--- src/rtl/stopwatch_pkg.sv ---
// Shared stopwatch constants: system clock rate, standard tick divisors and
// the default timebase counter width.
package stopwatch_pkg;

    localparam int CLK_HZ      = 50_000_000;
    localparam int DIV_2KHZ    = 25_000;
    localparam int DIV_1KHZ    = 50_000;
    localparam int DIV_DISPLAY = 51_600;
    localparam int CNT_W_DEF   = 26;

    // cfg_ch is 3 bits wide, so builds with fewer than 8 channels
    // must reject the unused channel numbers.
    function automatic logic cfg_ch_valid(input logic [2:0] ch, input int num_ch);
        return int'(ch) < num_ch;
    endfunction

endpackage

--- src/rtl/tick_generator_if.sv ---
// Control/status bundle of the multi-channel tick generator: run/clear,
// divisor configuration bus and the per-channel tick/square outputs.
interface tick_generator_if
    import stopwatch_pkg::*;
#(
    parameter int NUM_CH = 2,
    parameter int CNT_W  = CNT_W_DEF
) ();

    logic              run;
    logic              sync_clear;
    logic              cfg_wr;
    logic [2:0]        cfg_ch;
    logic [CNT_W-1:0]  cfg_div;
    logic              cfg_err;
    logic [NUM_CH-1:0] cfg_pend;
    logic [NUM_CH-1:0] tick;
    logic [NUM_CH-1:0] sq;

    modport master (
        output run, sync_clear, cfg_wr, cfg_ch, cfg_div,
        input  cfg_err, cfg_pend, tick, sq
    );

    modport slave (
        input  run, sync_clear, cfg_wr, cfg_ch, cfg_div,
        output cfg_err, cfg_pend, tick, sq
    );

endinterface

--- src/rtl/tick_generator_channel.sv ---
// One timebase channel: wrapping counter, shadowed divisor that is applied
// on the next wrap, registered tick pulse and 50 % square wave.
module tick_channel
    import stopwatch_pkg::*;
#(
    parameter int               CNT_W   = CNT_W_DEF,
    parameter logic [CNT_W-1:0] DIV_RST = CNT_W'(DIV_2KHZ)
) (
    input  logic             clk_50MHz,
    input  logic             rst_n,
    input  logic             run,
    input  logic             sync_clear,
    input  logic             wr_en,
    input  logic [CNT_W-1:0] wr_div,
    output logic             tick,
    output logic             sq,
    output logic             pend
);

    logic [CNT_W-1:0] cnt_q, cnt_d;
    logic [CNT_W-1:0] div_q, div_d;
    logic [CNT_W-1:0] shd_q, shd_d;
    logic             pend_q, pend_d;
    logic             tick_q, tick_d;
    logic             sq_q, sq_d;
    logic             wrap;

    assign wrap = (cnt_q == div_q - CNT_W'(1));

    always_comb begin
        cnt_d  = cnt_q;
        div_d  = div_q;
        shd_d  = shd_q;
        pend_d = pend_q;
        tick_d = 1'b0;
        sq_d   = sq_q;
        if (sync_clear) begin
            // Clear re-phases the channel and adopts the newest divisor at once.
            cnt_d  = '0;
            sq_d   = 1'b0;
            pend_d = 1'b0;
            if (wr_en) begin
                div_d = wr_div;
                shd_d = wr_div;
            end else if (pend_q) begin
                div_d = shd_q;
            end
        end else begin
            if (run) begin
                if (wrap) begin
                    cnt_d  = '0;
                    tick_d = 1'b1;
                    sq_d   = ~sq_q;
                    if (pend_q) begin
                        div_d  = shd_q;
                        pend_d = 1'b0;
                    end
                end else begin
                    cnt_d = cnt_q + CNT_W'(1);
                end
            end
            // A write landing on a wrap edge waits for the following wrap.
            if (wr_en) begin
                shd_d  = wr_div;
                pend_d = 1'b1;
            end
        end
    end

    always_ff @(posedge clk_50MHz or negedge rst_n) begin
        if (!rst_n) begin
            cnt_q  <= '0;
            div_q  <= DIV_RST;
            shd_q  <= DIV_RST;
            pend_q <= 1'b0;
            tick_q <= 1'b0;
            sq_q   <= 1'b0;
        end else begin
            cnt_q  <= cnt_d;
            div_q  <= div_d;
            shd_q  <= shd_d;
            pend_q <= pend_d;
            tick_q <= tick_d;
            sq_q   <= sq_d;
        end
    end

    assign tick = tick_q;
    assign sq   = sq_q;
    assign pend = pend_q;

endmodule

--- src/rtl/tick_generator.sv ---
// Multi-channel stopwatch timebase: decodes divisor writes to NUM_CH
// independent tick channels and flags rejected writes on cfg_err.
module tick_generator
    import stopwatch_pkg::*;
#(
    parameter int                      NUM_CH   = 2,
    parameter int                      CNT_W    = CNT_W_DEF,
    parameter logic [NUM_CH*CNT_W-1:0] DIV_INIT = {CNT_W'(DIV_1KHZ), CNT_W'(DIV_2KHZ)}
) (
    input  logic             clk_50MHz,
    input  logic             rst_n,
    tick_generator_if.slave  bus
);

    logic              div_nz;
    logic              ch_ok;
    logic              cfg_err_q, cfg_err_d;
    logic [NUM_CH-1:0] wr_en;
    logic [NUM_CH-1:0] tick_w;
    logic [NUM_CH-1:0] sq_w;
    logic [NUM_CH-1:0] pend_w;

    assign div_nz = |bus.cfg_div;
    assign ch_ok  = cfg_ch_valid(bus.cfg_ch, NUM_CH);

    always_comb begin
        cfg_err_d = bus.cfg_wr && !(div_nz && ch_ok);
    end

    always_ff @(posedge clk_50MHz or negedge rst_n) begin
        if (!rst_n) begin
            cfg_err_q <= 1'b0;
        end else begin
            cfg_err_q <= cfg_err_d;
        end
    end

    genvar gi;
    generate
        for (gi = 0; gi < NUM_CH; gi++) begin : g_ch
            assign wr_en[gi] = bus.cfg_wr && div_nz && (int'(bus.cfg_ch) == gi);

            tick_channel #(
                .CNT_W   (CNT_W),
                .DIV_RST (DIV_INIT[gi*CNT_W +: CNT_W])
            ) u_ch (
                .clk_50MHz  (clk_50MHz),
                .rst_n      (rst_n),
                .run        (bus.run),
                .sync_clear (bus.sync_clear),
                .wr_en      (wr_en[gi]),
                .wr_div     (bus.cfg_div),
                .tick       (tick_w[gi]),
                .sq         (sq_w[gi]),
                .pend       (pend_w[gi])
            );
        end
    endgenerate

    assign bus.tick     = tick_w;
    assign bus.sq       = sq_w;
    assign bus.cfg_pend = pend_w;
    assign bus.cfg_err  = cfg_err_q;

endmodule

--- src/flat_wrapper.sv ---
// flat-port wrapper written by rule: the top's interface ports become plain ports
module tick_generator_flat import stopwatch_pkg::*;
#(
    parameter int                      NUM_CH   = 2,
    parameter int                      CNT_W    = CNT_W_DEF,
    parameter logic [NUM_CH*CNT_W-1:0] DIV_INIT = {CNT_W'(DIV_1KHZ), CNT_W'(DIV_2KHZ)}
)
  (clk_50MHz, rst_n, bus_run, bus_sync_clear, bus_cfg_wr, bus_cfg_ch, bus_cfg_div, bus_cfg_err, bus_cfg_pend, bus_tick, bus_sq);
  tick_generator_if #(.NUM_CH(NUM_CH), .CNT_W(CNT_W)) bus_i ();
  input  logic clk_50MHz;
  input  logic rst_n;
  input wire logic [$bits(bus_i.run)-1:0] bus_run;
  input wire logic [$bits(bus_i.sync_clear)-1:0] bus_sync_clear;
  input wire logic [$bits(bus_i.cfg_wr)-1:0] bus_cfg_wr;
  input wire logic [$bits(bus_i.cfg_ch)-1:0] bus_cfg_ch;
  input wire logic [$bits(bus_i.cfg_div)-1:0] bus_cfg_div;
  output wire logic [$bits(bus_i.cfg_err)-1:0] bus_cfg_err;
  output wire logic [$bits(bus_i.cfg_pend)-1:0] bus_cfg_pend;
  output wire logic [$bits(bus_i.tick)-1:0] bus_tick;
  output wire logic [$bits(bus_i.sq)-1:0] bus_sq;
  assign bus_i.run = bus_run;
  assign bus_i.sync_clear = bus_sync_clear;
  assign bus_i.cfg_wr = bus_cfg_wr;
  assign bus_i.cfg_ch = bus_cfg_ch;
  assign bus_i.cfg_div = bus_cfg_div;
  assign bus_cfg_err = bus_i.cfg_err;
  assign bus_cfg_pend = bus_i.cfg_pend;
  assign bus_tick = bus_i.tick;
  assign bus_sq = bus_i.sq;
  tick_generator #(.NUM_CH(NUM_CH), .CNT_W(CNT_W), .DIV_INIT(DIV_INIT)) u_core (.clk_50MHz(clk_50MHz), .rst_n(rst_n), .bus(bus_i));
endmodule
--- config.mk ---
export PLATFORM = sky130hd
export DESIGN_NAME = tick_generator_flat
export DESIGN_NICKNAME = d
export VERILOG_FILES = /design/src/rtl/stopwatch_pkg.sv /design/src/rtl/tick_generator_if.sv /design/src/rtl/tick_generator_channel.sv /design/src/rtl/tick_generator.sv /design/src/flat_wrapper.sv
export SDC_FILE = /design/constraint.sdc
export NUM_CORES = 1
export LEC_CHECK = 0
export CAP_MARGIN = 20
export CORE_MARGIN = 2
export CORE_UTILIZATION = 65
export DETAILED_ROUTE_END_ITERATION = 6
export PLACE_DENSITY = 0.85
export SKIP_LAST_GASP = 1
export SLEW_MARGIN = 30
export SYNTH_ARGS = -nofsm -noshare
export SYNTH_HDL_FRONTEND = slang
export SYNTH_SLANG_ARGS = --single-unit
export TNS_END_PERCENT = 10
--- constraint.sdc ---
create_clock -name clk_50MHz -period 8.7 [get_ports clk_50MHz]
set_input_delay 0.87 -clock clk_50MHz [delete_from_list [all_inputs] [get_ports clk_50MHz]]
set_output_delay 0.87 -clock clk_50MHz [all_outputs]
set_load 0.01 [all_outputs]
==> impl_metrics.py <==
metrics = {
    "routing": {
        "avgViaCountPerCell": 6.61,
        "drtPass1Iterations": 6,
        "num_vias": 8253,
        "drt_iter0_drc": 995,
        "wire_per_inst_um": 19.2,
        "ant_nets": 0,
        "totalWireLength_mm": 23.9,
        "drc": 0,
    },
    "yosys": {
        "yosysUniqueCellTypes": 76,
        "synth_top_area_share_pct": 36.0,
        "synth.area.top_cells": "dfrtp_1 (36%), nand2_1 (6.9%), dfstp_2 (6.5%)",
        "synth_warnings": 0,
        "synthCells": 1046,
        "synth_area_um2": 9670,
        "synthArstFlopShare_pct": 100,
        "synth_xor_area_share_pct": 9.58,
        "syn-num-nets": 1084,
        "synth_fa_ha_area_share_pct": 0.518,
        "synth_compound_area_share_pct": 16.9,
        "synthSimpleGateAreaFrac_pct": 23.3,
        "ys_ff_latch": 163,
        "synth_edf_count": 0,
        "synthMuxAreaShare_pct": 3.47,
        "synth_top_family_by_area": "simple AND/OR/NAND/NOR gates",
        "avgSynthCellArea_um2": 9.24,
        "synth_area_leader_cell": "dfrtp_1",
        "ys.flop_type": "dfrtp_1",
        "synth_seq_area_share_pct": 42.5,
    },
    "sta": {
        "fmax_ghz": 0.208,
        "fin_crit_ps": 4810,
        "finalHoldViolations": 0,
        "tns_ps": 0,
        "grt_setup_unrepaired": "no",
        "fin_skew_ps": 12.7,
        "setup_violations": 0,
        "slew_headroom_pct": 31.8,
        "worst_pin_slew_ps": 1020,
        "finalCritPeriodShare_pct": 55.3,
        "slew_viol_final": 0,
    },
    "global_route": {
        "antenna_found_initial": 0,
        "track_usage_pct": 30.9,
        "grt_overflow": 0,
        "grt_pass1_vias": 7860,
        "grt_pass1_wl_mm": 39.4,
        "grt_max_degree": 103,
    },
    "clock_network": {
        "cts_buffer_depth": 2,
        "cts-root-buf": "clkbuf_16",
        "cts.sinks": 163,
        "clock_latency_ps": 440,
        "cts_buffers": 17,
        "cts.htree.levels": 4,
        "cts_resized": 0,
        "cts.clk_slew.worst_paths_ps": 60,
        "cts_tree": "yes",
        "holdBufCountCts": 0,
        "post-cts-setup-buffers": 0,
    },
    "worst_setup_path": {
        "crit_fanout": 29,
        "endpoint_kind": "register",
        "crit_type": "primary input to register",
        "crit_required_ps": 9000,
        "critPathLaunchType": "primary input",
        "arrival_ps": 5110,
    },
    "place": {
        "numPortBuffers": 40,
        "hpwlAfterDp_mm": 16.0,
        "place_area_um2": 10100,
        "gp_congestion": 0.950,
    },
    "cells_and_area": {
        "nets": 1089,
        "drive_above_1_share_pct": 13.2,
        "fin_util_pct": 74.1,
        "final_common_cell": "nand2_1",
        "syn_to_final_growth_pct": 11.4,
        "fillCellCount": 1005,
        "final_cell_mix": "nand2_1 (177), dfrtp_1 (139), nor2_1 (91)",
        "final_area_um2": 10800,
        "antenna_cells": 0,
    },
    "power_and_ir_drop": {
        "p_sw_w": 0.000810,
        "p_per_area_nw_per_um2": 236,
        "p_leak_nw": 4.53,
        "power.share.clock_pct": 33.4,
        "p_sw_share_pct": 31.8,
        "p_seq_share_pct": 42.5,
        "vdd_drop_max_mv": 0.201,
        "pwr-share-comb_pct": 24.1,
        "internal_power_w": 0.00174,
        "p_total_w": 0.00255,
    },
    "die": {
        "core_area_um2": 14500,
        "ioPinCount": 41,
        "die_h_um": 126,
        "die_w_um": 126,
        "rows": 44,
        "initial_core_util_pct": 66.5,
        "dieArea_um2": 15900,
    },
    "run": {
        "cap_violations": 0,
    },
    "min_path": {
        "hp-class": "register to register",
    },
    "run_status": {
        "outcome": "complete, no violations",
    },
}
worst paths after layout:
path / endpoint / start / slack, ps / depth (start not counted)
max reg2reg: u_core.g_ch[1].u_ch.div_q[24] / u_core.g_ch[1].u_ch.div_q[0] / 4360 / 11
max: u_core.g_ch[1].u_ch.div_q[12] / bus_cfg_div[21] / 3890 / 9
min: u_core.g_ch[1].u_ch.shd_q[15] / u_core.g_ch[1].u_ch.shd_q[15] / 460 / 2
min reg2reg: u_core.g_ch[1].u_ch.shd_q[15] / u_core.g_ch[1].u_ch.shd_q[15] / 460 / 2
max in group asynchronous: u_core.g_ch[1].u_ch.cnt_q[7] / rst_n / 6880 / 2
min in group asynchronous: u_core.g_ch[0].u_ch.cnt_q[16] / rst_n / 510 / 1
final cells by class:
class | instances | area [um2] | share of cell area (%)
clock buffer | 18 | 429 | 3.98
clock inverter | 14 | 233 | 2.16
inverter | 15 | 56.3 | 0.523
multi-input combinational | 805 | 5220 | 48.5
sequential | 163 | 4110 | 38.1
tap | 184 | 230 | 2.14
timing repair buffer | 49 | 492 | 4.56
power by group through the flow:
stage	logic, W	registers, W	clock network, W
2_1_floorplan	0.000499	0.00100	0
3_3_place_gp	0.000567	0.00108	0
3_5_place_dp	0.000592	0.00108	0
4_1_cts	0.000603	0.00107	0.000854
5_1_grt	0.000671	0.00110	0.000891
6_report	0.000614	0.00108	0.000849
logic make-up (layout without fill, tap and decap cells):
kind of cell,count (synthesis),count (layout)
AND/OR/NAND/NOR,458,458
AO/OA/AOI/OAI,209,209
flip-flops,163,163
XOR/XNOR,104,104
buffers and inverters,78,96
multiplexers,30,30
adder cells (fa/ha/maj),4,4
cell usage after synthesis, types with 7 or more instances:
master,n
nand3b_1,9
nor4_1,22
a2bb2oi_2,19
xnor2_1,41
nor2_1,92
o21ai_1,18
or3_1,9
a21bo_1,18
nor2b_1,7
and3_1,17
a2bb2oi_1,7
mux2_2,28
o21ai_0,42
nand2_1,178
xor2_1,62
inv_1,15
nand4_1,20
dfstp_2,24
o22ai_1,27
or4_1,11
or2_2,10
dfrtp_1,139
buf_2,12
clkbuf_1,40
a21oi_1,14
nand3_1,24
nor3_1,23
per-stage QoR:
stage                     hold WS [ps]  std cells  worst slack [ps]
final                              463       1248              3890
after global routing               486       1248              3650
after CTS                          460       1247              4090
after detailed placement           450       1215              3730
after global placement             448       1215              3770
after floorplan                    439       1046              5330
flip-flops by register name (all words and copies together), names as in the netlist:
register / flops
u_core.bus.cfg_err: 1
u_core.g_ch.u_ch.cnt_q: 52
u_core.g_ch.u_ch.div_q: 52
u_core.g_ch.u_ch.pend: 2
u_core.g_ch.u_ch.shd_q: 52
u_core.g_ch.u_ch.sq: 2
u_core.g_ch.u_ch.tick: 2
routing by layer:
metal	wire length, um	vias up	part of all wire [%]	GRT usage (%)
li1	-	3744	-	-
met1	10200	4036	43	42.4
met2	11100	403	46	47.2
met3	2070	70	8.6	8.67
met4	588	0	2.5	12.0
met5	0	-	0	0
worst max-delay path, cell delays in order:
cell	delay [ps]
clkdlybuf4s50_1	550
nor4_1	280
nand3_1	280
o2111ai_2	270
inv_1	460
nand2_1	950
nand2_1	860
o22ai_1	480
a2bb2oi_2	100
Power figures use the tool's default switching activity.
